--- config.mk ---
export PLATFORM = sky130hd
export DESIGN_NAME = clkdiv_cfg_sequencer
export DESIGN_NICKNAME = d
export VERILOG_FILES = /design/src/rtl/clkdiv_cfg_sequencer.sv
export SDC_FILE = /design/constraint.sdc
export NUM_CORES = 1
export LEC_CHECK = 0
export ABC_CLOCK_PERIOD_IN_PS = 2250
export CAP_MARGIN = 20
export CORE_ASPECT_RATIO = 0.9
export CORE_MARGIN = 2
export CORE_UTILIZATION = 25
export CTS_CLUSTER_DIAMETER = 60
export CTS_CLUSTER_SIZE = 16
export DETAILED_ROUTE_END_ITERATION = 10
export GPL_TIMING_DRIVEN = 0
export SLEW_MARGIN = 20
export SYNTH_ARGS = -nofsm -noshare
export SYNTH_HDL_FRONTEND = slang
export SYNTH_SLANG_ARGS = --single-unit
--- constraint.sdc ---
create_clock -name i_ref_clk -period 2.25 [get_ports i_ref_clk]
set_clock_uncertainty 0.05 [all_clocks]
set_input_delay 0.225 -clock i_ref_clk [delete_from_list [all_inputs] [get_ports i_ref_clk]]
set_output_delay 0.225 -clock i_ref_clk [all_outputs]
set_load 0.01 [all_outputs]
--- src/rtl/clkdiv_cfg_sequencer.sv ---
// Clock-divider configuration sequencer.
// Arbitrates ratio-change requests from the register file (A) and the power
// manager (B), then applies each change glitch-safely: gate the divider,
// load the new ratio, re-enable, and wait one output period before
// reporting completion on o_cfg_done.
// Optional build macro CLKDIV_SEQ_RATIO_CHECK_EN: ratios 0/1 are accepted but
// rejected with an o_cfg_err pulse instead of being applied.
module clkdiv_cfg_sequencer #(
    parameter int                     RATIO_WD    = 8,
    parameter logic [RATIO_WD-1:0]    RESET_RATIO = RATIO_WD'(2),
    parameter int                     GATE_CYC    = 4
) (
    input  logic                i_ref_clk,
    input  logic                i_rst,
    input  logic                i_enable,
    input  logic                i_req_a_valid,
    input  logic [RATIO_WD-1:0] i_req_a_ratio,
    output logic                o_req_a_ready,
    input  logic                i_req_b_valid,
    input  logic [RATIO_WD-1:0] i_req_b_ratio,
    output logic                o_req_b_ready,
    output logic [RATIO_WD-1:0] o_div_ratio,
    output logic                o_clk_en,
    output logic                o_busy,
    output logic                o_cfg_done,
`ifdef CLKDIV_SEQ_RATIO_CHECK_EN
    output logic                o_cfg_err,
`endif
    output logic                o_grant_id
);

    typedef enum logic [2:0] {
        ST_IDLE,
        ST_GATE,
        ST_LOAD,
        ST_UNGATE,
        ST_SETTLE
    } state_t;

    localparam logic [RATIO_WD-1:0] GATE_LAST = RATIO_WD'(GATE_CYC - 1);
    localparam logic [RATIO_WD-1:0] ONE       = RATIO_WD'(1);
    localparam logic [RATIO_WD-1:0] TWO       = RATIO_WD'(2);

    state_t              state_q, state_d;
    logic [RATIO_WD-1:0] cnt_q, cnt_d;
    logic [RATIO_WD-1:0] new_ratio_q, new_ratio_d;
    logic [RATIO_WD-1:0] ratio_q, ratio_d;
    logic                grant_q, grant_d;
    logic                en_q, en_d;
    logic                busy_q, busy_d;
    logic                done_q, done_d;
    logic                ready_a_q, ready_a_d;
    logic                ready_b_q, ready_b_d;
`ifdef CLKDIV_SEQ_RATIO_CHECK_EN
    logic                err_q, err_d;
    logic                req_bad;
    logic                ack_bad;
`endif

    logic                can_accept;
    logic                pick_b;
    logic                take;
    logic                apply;
    logic [RATIO_WD-1:0] req_ratio;
    logic [RATIO_WD-1:0] settle_last;

    // Round-robin pick: with both valid the requester that did not win last
    // time goes; a new accept is blocked while the previous ready pulse is
    // still out, because the requester's valid is still high that cycle.
    assign can_accept = (state_q == ST_IDLE) && !ready_a_q && !ready_b_q;
    assign pick_b     = (i_req_a_valid && i_req_b_valid) ? ~grant_q : i_req_b_valid;
    assign take       = can_accept && (i_req_a_valid || i_req_b_valid);
    assign req_ratio  = pick_b ? i_req_b_ratio : i_req_a_ratio;

`ifdef CLKDIV_SEQ_RATIO_CHECK_EN
    assign req_bad = (req_ratio < TWO);
    assign ack_bad = (new_ratio_q < TWO);
    assign apply   = (req_ratio != ratio_q) && !req_bad;
`else
    assign apply   = (req_ratio != ratio_q);
`endif

    // The divider bypasses for ratios 0/1, so one cycle is a full period there.
    assign settle_last = (new_ratio_q < TWO) ? '0 : (new_ratio_q - ONE);

    // State and registered-output storage.
    always_ff @(posedge i_ref_clk or posedge i_rst) begin
        if (i_rst) begin
            state_q     <= ST_IDLE;
            cnt_q       <= '0;
            new_ratio_q <= '0;
            ratio_q     <= RESET_RATIO;
            grant_q     <= 1'b1;
            en_q        <= 1'b0;
            busy_q      <= 1'b0;
            done_q      <= 1'b0;
            ready_a_q   <= 1'b0;
            ready_b_q   <= 1'b0;
`ifdef CLKDIV_SEQ_RATIO_CHECK_EN
            err_q       <= 1'b0;
`endif
        end else begin
            state_q     <= state_d;
            cnt_q       <= cnt_d;
            new_ratio_q <= new_ratio_d;
            ratio_q     <= ratio_d;
            grant_q     <= grant_d;
            en_q        <= en_d;
            busy_q      <= busy_d;
            done_q      <= done_d;
            ready_a_q   <= ready_a_d;
            ready_b_q   <= ready_b_d;
`ifdef CLKDIV_SEQ_RATIO_CHECK_EN
            err_q       <= err_d;
`endif
        end
    end

    // Next-state, sequencing counter and captured-request bookkeeping.
    always_comb begin
        state_d     = state_q;
        cnt_d       = cnt_q;
        new_ratio_d = new_ratio_q;
        grant_d     = grant_q;
        case (state_q)
            ST_IDLE: begin
                if (take) begin
                    new_ratio_d = req_ratio;
                    grant_d     = pick_b;
                    if (apply) begin
                        cnt_d   = '0;
                        state_d = ST_GATE;
                    end
                end
            end
            ST_GATE: begin
                cnt_d = cnt_q + ONE;
                if (cnt_q == GATE_LAST) begin
                    state_d = ST_LOAD;
                end
            end
            ST_LOAD: begin
                state_d = ST_UNGATE;
            end
            ST_UNGATE: begin
                cnt_d   = '0;
                state_d = i_enable ? ST_SETTLE : ST_IDLE;
            end
            ST_SETTLE: begin
                cnt_d = cnt_q + ONE;
                if (cnt_q == settle_last) begin
                    state_d = ST_IDLE;
                end
            end
            default: begin
                state_d = ST_IDLE;
            end
        endcase
    end

    // Next values of the registered outputs.
    always_comb begin
        ratio_d   = ratio_q;
        en_d      = i_enable;
        busy_d    = (state_d != ST_IDLE);
        done_d    = 1'b0;
        ready_a_d = 1'b0;
        ready_b_d = 1'b0;
`ifdef CLKDIV_SEQ_RATIO_CHECK_EN
        err_d     = 1'b0;
`endif
        case (state_q)
            ST_IDLE: begin
                if (take) begin
                    ready_a_d = ~pick_b;
                    ready_b_d = pick_b;
                end
                // Still idle one cycle after an accept: nothing to apply,
                // so report completion (or rejection) right away.
                if (ready_a_q || ready_b_q) begin
`ifdef CLKDIV_SEQ_RATIO_CHECK_EN
                    if (ack_bad) begin
                        err_d = 1'b1;
                    end else begin
                        done_d = 1'b1;
                    end
`else
                    done_d = 1'b1;
`endif
                end
            end
            ST_GATE: begin
                en_d = 1'b0;
            end
            ST_LOAD: begin
                en_d    = 1'b0;
                ratio_d = new_ratio_q;
            end
            ST_UNGATE: begin
                done_d = ~i_enable;
            end
            ST_SETTLE: begin
                done_d = (cnt_q == settle_last);
            end
            default: begin
                en_d = 1'b0;
            end
        endcase
    end

    assign o_div_ratio   = ratio_q;
    assign o_clk_en      = en_q;
    assign o_busy        = busy_q;
    assign o_cfg_done    = done_q;
    assign o_req_a_ready = ready_a_q;
    assign o_req_b_ready = ready_b_q;
    assign o_grant_id    = grant_q;
`ifdef CLKDIV_SEQ_RATIO_CHECK_EN
    assign o_cfg_err     = err_q;
`endif

endmodule

Yosys cells after proc, flatten, opt, wreduce, memory -nomap -nowiden
Cells that the tools add are included.
{"block": "word_totals", "register_bits": 33, "output_inout_bits": 14, "wordCells": 59}
{"block": "op_classes", "addsub": 2, "order_cmp": 1, "n_eq_ne": 9, "muxes": 19, "bitwise_logic": 3, "reduce_logical": 15}
{"operator": "$mux 8", "count": 4}
{"operator": "$pmux 8 s3", "count": 1}
{"operator": "$mux 3", "count": 5}
{"operator": "$pmux 3 s5", "count": 1}
{"operator": "$add 8x1->8 const B", "count": 1}
{"operator": "$eq 8x2->1 const B", "count": 1}
{"operator": "$eq 8x8->1", "count": 1}
{"operator": "$lt 8x2->1 const B", "count": 1}
{"operator": "$ne 8x8->1", "count": 1}
{"operator": "$sub 8x1->8 const B", "count": 1}
{"operator": "$mux 1", "count": 7}
{"operator": "$eq 3x2->1 const B", "count": 2}
{"operator": "$reduce_bool 3->1", "count": 2}
{"operator": "$logic_and 1x1->1", "count": 4}
{"operator": "$ne 2x2->1 const B", "count": 2}
{"operator": "$eq 3x1->1 const B", "count": 1}
{"operator": "$eq 3x3->1 const B", "count": 1}
{"operator": "$logic_not 3->1", "count": 1}
{"operator": "$not 1->1", "count": 3}
{"operator": "$pmux 1 s3", "count": 1}
{"operator": "$reduce_and 3->1", "count": 1}
{"operator": "$reduce_or 3->1", "count": 1}
{"operator": "$logic_not 1->1", "count": 2}
{"operator": "$logic_or 1x1->1", "count": 2}
{"operator": "other kinds (2)", "count": 2}

Depth between registers and ports, before layout
Gate-level depths: netlist of the first run.
{"block": "logic_depth", "word_depth": 8, "depth_mapped": 11, "ltp_nobuf": 10}

Worst setup path before layout of the first run
OpenSTA, ideal clock, no wires.
{"block": "synth_path", "path_kind": "register -> register", "from": "reg grant_q, in the netlist o_grant_id", "to": "reg cnt_q[6]", "arrival_ps": 1975, "slack_ps": 102, "path_stages_with_launch": 9, "path_buffers": 1, "period_less_slack_ps": 2148, "cell_sequence": "dfstp_2 > a21boi_4 > buf_6 > or4_1 > a21oi_1 > a21oi_2 > o211ai_2 > xor2_1 > nor2_1"}
{"block": "synth_via", "elab_chain_len": 6}
{"element": "start: declaration", "line_no": "48", "text": "logic grant_q, grant_d;"}
{"element": "start signal: assignment", "line_no": "107", "text": "grant_q <= grant_d;"}
{"element": "$not 1->1", "line_no": "71", "text": "assign pick_b = (i_req_a_valid && i_req_b_valid) ? ~grant_q : i_req_b_valid;"}
{"element": "$mux 1", "line_no": "71"}
{"element": "$mux 8", "line_no": "73", "text": "assign req_ratio = pick_b ? i_req_b_ratio : i_req_a_ratio;"}
{"element": "$ne 8x8->1", "line_no": "80", "text": "assign apply = (req_ratio != ratio_q);"}
{"element": "$ne 2x2->1 (no line)"}
{"element": "$reduce_and 3->1 (no line)"}
{"element": "end signal: assignment", "line_no": "104", "text": "cnt_q <= cnt_d;"}
{"element": "end: declaration", "line_no": "45", "text": "logic [RATIO_WD-1:0] cnt_q, cnt_d;"}
Every way passes these cells.
A chain may end at the register's enable or synchronous reset.

Worst setup path after layout of the first run
Same ends and word-level chain as after synthesis.

==> results of run 1 <==
-- metrics by stage --
step / hold WS [ns] / TNS (ns) / utilization, % / setup WS [ns] / instance area (um^2)
after global routing: 0.3760 / -0.5098 / 37.06 / -0.1131 / 2947
final: 0.3077 / 0 / 37.06 / 0.01489 / 2947
after global placement: 0.4908 / -5.019 / 31.33 / -0.6078 / 2491
after detailed placement: 0.5013 / -4.912 / 31.33 / -0.6005 / 2491
after CTS: 0.3303 / -0.004001 / 34.90 / -0.003173 / 2775
after floorplan: 0.2884 / 0 / - / 0.1024 / 2027
-- layout make-up --
| cell class | count | area, um^2 | share of cell area [%] |
|---|---|---|---|
| Multi-Input combinational cell | 170 | 1309 | 44.42 |
| Sequential cell | 33 | 830.8 | 28.20 |
| Timing Repair Buffer | 48 | 459.2 | 15.58 |
| Tap cell | 99 | 123.9 | 4.204 |
| Clock buffer | 7 | 86.33 | 2.930 |
| Buffer | 11 | 58.81 | 1.996 |
| Inverter | 13 | 48.80 | 1.656 |
| Clock inverter | 1 | 30.03 | 1.019 |
-- how the worst max path moves through the flow --
stage                             start        to  slack, ns  cells past startpoint
after detailed placement  i_req_b_valid  cnt_q[0]      -0.60                      9
after floorplan              o_grant_id  cnt_q[6]       0.10                      8
after global routing         o_grant_id  cnt_q[5]      -0.11                     11
final                        o_grant_id  cnt_q[6]       0.01                      8
after CTS                    o_grant_id  cnt_q[6]     -0.003                      9
after global placement    i_req_b_valid  cnt_q[0]      -0.61                      9
-- Yosys cell counts, types with 2 or more instances --
library cell | number | share of area [%]
xnor2_1 | 13 | 5.6
a21oi_1 | 16 | 4.0
nand4_1 | 3 | 0.93
or3_1 | 4 | 1.2
a31oi_1 | 3 | 0.93
o21ai_0 | 10 | 2.5
buf_2 | 5 | 1.2
o31ai_1 | 2 | 0.74
nor3_1 | 8 | 2.0
mux2i_1 | 8 | 4.0
clkbuf_1 | 6 | 1.1
nand3_1 | 4 | 0.99
nand2b_1 | 3 | 0.93
dfstp_2 | 2 | 2.6
ha_1 | 2 | 1.2
nor3b_1 | 2 | 0.74
nand2_1 | 19 | 3.5
inv_1 | 13 | 2.4
o21ai_1 | 2 | 0.49
mux2_2 | 5 | 2.8
xor2_1 | 5 | 2.2
dfrtp_1 | 31 | 38
o22ai_1 | 9 | 2.8
or2_2 | 2 | 0.62
nor2_1 | 26 | 4.8
-- state kept, by name (all words and copies together) (netlist names), 3 cells and up --
register and count:
new_ratio_q 8, state_q 3, cnt_q 8, o_div_ratio 8
-- power breakdown --
part / internal, mW / total, mW / switching [mW]
Sequential: 0.594 / 0.594 / 0.000182
Combinational: 0.0730 / 0.134 / 0.0607
Clock: 0.361 / 0.585 / 0.224
-- timing repair --
| item | in CTS | in global routing |
|---|---|---|
| setup endpoints to repair | 11 | 11 |
| buffers inserted | 8 | 6 |
| gates resized for setup | 19 | 24 |
| pin swaps | 9 | 11 |
| hold buffers | 0 | 0 |
| gates cloned | 1 | 0 |
-- layout by cell type, fill, tap and decap left out, types with 3 or more instances in the layout --
| master | instances |
|---|---|
| a21oi_1 | 14 |
| mux2i_4 | 5 |
| o21ai_0 | 10 |
| mux2_2 | 5 |
| a21oi_4 | 3 |
| xnor2_1 | 11 |
| nand2_1 | 19 |
| or3_1 | 3 |
| nor3_1 | 7 |
| buf_2 | 5 |
| o22ai_1 | 7 |
| o21ai_2 | 3 |
| clkbuf_8 | 6 |
| nand4_1 | 3 |
| a31oi_1 | 3 |
| nand3_1 | 3 |
| clkbuf_1 | 6 |
| nor2_1 | 24 |
| inv_1 | 11 |
| dfrtp_1 | 29 |
| nand2b_1 | 3 |
| xor2_1 | 5 |
| buf_4 | 12 |
| clkdlybuf4s50_1 | 32 |
-- worst max-delay path: cells and delay by family, from the launching register on --
| kind | cells | cell delay, ns |
|---|---|---|
| flip-flops | 1 | 0.55 |
| XOR/XNOR | 1 | 0.16 |
| AND/OR/NAND/NOR | 2 | 0.59 |
| AO/OA/AOI/OAI | 4 | 0.63 |
| buffers and inverters | 1 | 0.15 |
-- cell families (layout without fill, tap and decap cells) --
family,Yosys count,count (layout)
AND/OR/NAND/NOR,81,81
adder cells (fa/ha/maj),2,2
buffers and inverters,25,80
XOR/XNOR,18,18
AO/OA/AOI/OAI,55,56
flip-flops,33,33
multiplexers,13,13
-- layer usage --
layer	track usage, %	vias up	part of all wire (%)
met3	3.127	8	5.2
met1	17.16	911	48
met4	4.110	0	1.4
met5	0	-	0
met2	19.96	58	46
li1	-	911	-
==> impl_metrics.ini, run 1 <==
[run_status]
status = completed

[synthesis]
synth_seq_cells = 33
synth_edf_count = 0
synth.distinct_cells = 49
netlist_area_um2 = 2027
yosysSeqAreaShare_pct = 40.86
ys_async_sr_fraction_pct = 100.0
synthMuxAreaShare_pct = 6.728
synthAdderAreaFrac_pct = 1.235
synth-xor-area-share_pct = 7.778
syn_inst = 227
synth_top_family_by_area = simple AND/OR/NAND/NOR gates
ys_warn_count = 0
synth_compound_area_share_pct = 17.90
syn_area_per_cell_um2 = 8.929
synth_nets = 250
synthSimpleGateAreaFrac_pct = 20.19
dominantRegCellSynth = dfrtp_1

[critical_path]
path_cells = a21boi_4 > buf_8 > or4_4 > a21oi_4 > a21oi_4 > o211ai_2 > xor2_1 > nor2_1
worst_r2r_path_depth = 8
worstPathMaxFanout = 8
r2r-end = cnt_q[6]
reg2reg_slack_ns = 0.01
setup.worst_path.class = flip-flop to flip-flop
worst_path_max_delay_cell = dfstp_2
critPathMaxStageDelay_ns = 0.55
required_ns = 2.38
cpMostUsedCell = a21oi_4
cp-start-kind = flip-flop
worstSetupEndpointType = flip-flop
crit_arrival_ns = 2.37
crit-reg2reg-launch = o_grant_id

[detailed_routing]
firstDrtPassIters = 4
drc = 0
routed_via_density = 4.942
via_count = 1888
antenna_left = 0
drt_iter0_markers = 111
wl_per_cell_um = 14.47
wirelength_um = 5529

[clock_network]
htree_levels = 2
tritoncts = yes
worstSkewPairLatency_ns = 0.29
clk_pin_slew_ns = 0.07
clock_path_buffers = 2
cts-root-buf = clkbuf_8
cts_made_buffers = 5
cts_sinks = 33

[grt]
grt_max_degree = 34
grt_pass1_vias = 1794
grtUsageTotal_pct = 12.65
grt-ovfl-total = 0
grt_first_pass_wirelength_um = 8790
antenna_found_initial = 0

[floorplanning]
io_pins = 35
die_x_um = 98.92
die_h_um = 89.42
die-area_um2 = 8845
start_util_pct = 25.49
core_um2 = 7951
num_rows = 31

[finish]
area_delta_synth_final_pct = 45.37
drive_above_1_share_pct = 26.86
layout.nets = 305
antennaDiodeCount = 0
stdcell_count = 382
num-fill-cells = 774

[sta]
rsz0062_at_grt = true
min_period_ns = 2.235
timing.fmax_mhz = 447.4
finalSetupViolations = 0
relSlewSlack_pct = 54.24
finalCritPeriodShare_pct = 99.34
finalMaxSlewViolations = 0
hold_viol_final = 0
tightest_slew_ns = 0.6854

[placed_design]
dp_hpwl_um = 3706
dp_cells = 360
portBuffers = 34
gp_congestion = 0.7967

[power_and_ir_drop]
p_total_mw = 1.313
p_per_area_nw_per_um2 = 445.5
p_leak_nw = 1.185
vdd_drop_max_mv = 0.2262

[job]
cap_violations = 0

[worst_hold_path]
hp-class = input pin to async pin
Note: power is estimated with default switching activity, not from simulation.
==> run 2: changes to the inputs <==
--- a/config.mk
+++ b/config.mk
@@ -5,6 +5,7 @@
 export SDC_FILE = /design/constraint.sdc
 export NUM_CORES = 1
 export LEC_CHECK = 0
+export ABC_AREA = 1
 export ABC_CLOCK_PERIOD_IN_PS = 2250
 export CAP_MARGIN = 20
 export CORE_ASPECT_RATIO = 0.9
==> impl_metrics.ini, run 2 <==
[run_status]
status = completed

[clock_network]
clock_path_buffers = 2
cts_sinks = 33
htree_levels = 2
clk_pin_slew_ns = 0.07
tritoncts = yes
cts-root-buf = clkbuf_8
postCtsSetupRepairBufs = 0
cts_made_buffers = 5
worstSkewPairLatency_ns = 0.29

[placed_design]
portBuffers = 34
dpl_cell_area_um2 = 2550
dp_hpwl_um = 4019
gp_congestion = 0.8378

[critical_path]
cp-start-kind = flip-flop
path_depth = 10
worst_path_max_delay_cell = dfrtp_1
crit_family = simple AND/OR/NAND/NOR gates
required_ns = 2.37
worstPathMaxFanout = 6
path_cells = nor2_2 > nand2_1 > nor2_1 > o21ai_0 > nand2_1 > nand2_1 > nor2_1 > nand2_1 > nand3_1 > nand3_1
worst_r2r_path_depth = 10
critPathMaxStageDelay_ns = 0.47
cpMostUsedCell = nand2_1
crit_arrival_ns = 2.10
setup.worst_path.class = flip-flop to flip-flop
path_buf_inv = 0
worstSetupEndpointType = flip-flop

[power_and_ir_drop]
p_leak_nw = 1.297
vdd_drop_max_mv = 0.3085
p_per_area_nw_per_um2 = 1149

[synthesis]
yosysSeqAreaShare_pct = 39.71
synth.distinct_cells = 25
synth_nets = 334
syn_inst = 311
yosys-top-cells-count = nand2_1, inv_1, nand3_1, dfrtp_1, nor2_1
ys_warn_count = 0
synth.most_common_cell = nand2_1
synth_top_cell_area_share_pct = 37.19
syn_area_per_cell_um2 = 6.707
ys_async_sr_fraction_pct = 100.0
dominantRegCellSynth = dfrtp_1
synth_seq_cells = 33
synth_area_leaders = dfrtp_1, nand2_1, nand3_1
netlist_area_um2 = 2086
synth_edf_count = 0
yosys.area.top_type = dfrtp_1

[finish]
layout_commonest_cell = nand2_1
drive_above_1_share_pct = 7.649
final_cell_mix = nand2_1, inv_1, nand3_1
num-fill-cells = 865
design_area_um2 = 2669
area_delta_synth_final_pct = 27.95
antennaDiodeCount = 0
layout.nets = 375

[grt]
grt_max_degree = 34
grt_pass1_vias = 1972
grtUsageTotal_pct = 12.60
antenna_found_initial = 0
grt_first_pass_wirelength_um = 9259
grt-ovfl-total = 0

[detailed_routing]
drc = 0
antenna_left = 0
firstDrtPassIters = 4
wirelength_um = 5138
routed_via_density = 4.566
drt_iter0_markers = 79
wl_per_cell_um = 11.37
via_count = 2064

[sta]
rsz0062_at_grt = false
setup-tns-final_ns = 0
tightest_slew_ns = 0.7838
whs_ns = 0.3128
finalCritPeriodShare_pct = 87.82
hold_viol_final = 0
timing.fmax_mhz = 506.1
finalSetupViolations = 0
relSlewSlack_pct = 47.35
min_period_ns = 1.976
finalMaxSlewViolations = 0

[floorplanning]
core_um2 = 8068
io_pins = 35
die-area_um2 = 9090
die_h_um = 90.65
start_util_pct = 25.85
num_rows = 31
die_x_um = 100.3

[worst_hold_path]
hp-class = input pin to async pin

[job]
cap_violations = 0
[run 2: cell count changes after synthesis, moves of 6 or more]
| cell | delta |
|---|---|
| inv_1 | +30 |
| a21oi_1 | -13 |
| o22ai_1 | -8 |
| nand3_1 | +38 |
| nand2_1 | +90 |
| mux2i_1 | -8 |
| o21ai_0 | +11 |
| xnor2_1 | -13 |
| clkbuf_1 | -6 |
[run 2: repair_timing]
item,4_1_cts,5_1_grt
setup endpoints to repair,0,1
endpoints found under the hold margin,0,0
resized for setup,0,1
hold buffers,0,0
[run 2: kinds of logic (layout without fill, tap and decap cells)]
kind of cell / Yosys count / count (layout) / share of synthesized area [%]
AO/OA/AOI/OAI: 27 / 27 / 6.779
XOR/XNOR: 2 / 2 / 0.8400
adder cells (fa/ha/maj): 2 / 2 / 1.200
buffers and inverters: 51 / 93 / 10.14
flip-flops: 33 / 33 / 39.71
AND/OR/NAND/NOR: 196 / 196 / 41.33
[run 2: final cells by class]
cell class	instances	area, um^2	area share, %
timing repair buffer	34	340.3	12.75
tap	99	123.9	4.641
sequential	33	828.3	31.04
multi-input combinational	227	1049	39.29
inverter	46	172.7	6.470
clock buffer	7	86.33	3.235
clock inverter	1	30.03	1.125
buffer	5	38.79	1.453
[run 2: path summary, 6_finish.rpt]
kind | startpoint | endpoint | slack, ns
max in group asynchronous | i_rst | cnt_q[2] | 1.38
min in group i_ref_clk | i_enable | o_clk_en | 0.46
hold reg to reg | o_grant_id | o_grant_id | 0.47
setup / recovery | new_ratio_q[2] | o_busy | 0.27
setup reg to reg | new_ratio_q[2] | o_busy | 0.27
hold / removal | i_rst | o_req_a_ready | 0.31
[run 2: stage by stage]
stage	power (mW)	utilization [%]	setup WS (ns)	instances
after floorplan	2.041	-	0.6014	311
after global placement	2.447	31.61	0.1284	444
after detailed placement	2.483	31.61	0.1187	444
after CTS	3.084	33.05	0.2928	452
after global routing	3.374	33.08	0.06432	452
final	3.067	33.08	0.2740	452
[run 2: routing by layer]
layer	part of all wire [%]	wire length, um	GRT usage, %
met3	5.5	285	3.019
met2	42	2173	18.01
met1	51	2614	18.78
met5	0	0	0
met4	1.3	65	3.425
[run 2: power by group]
part	total [mW]	switching [mW]	internal, mW
Sequential	1.04	0.223	0.818
Combinational	1.43	0.855	0.580
Clock	0.591	0.230	0.361
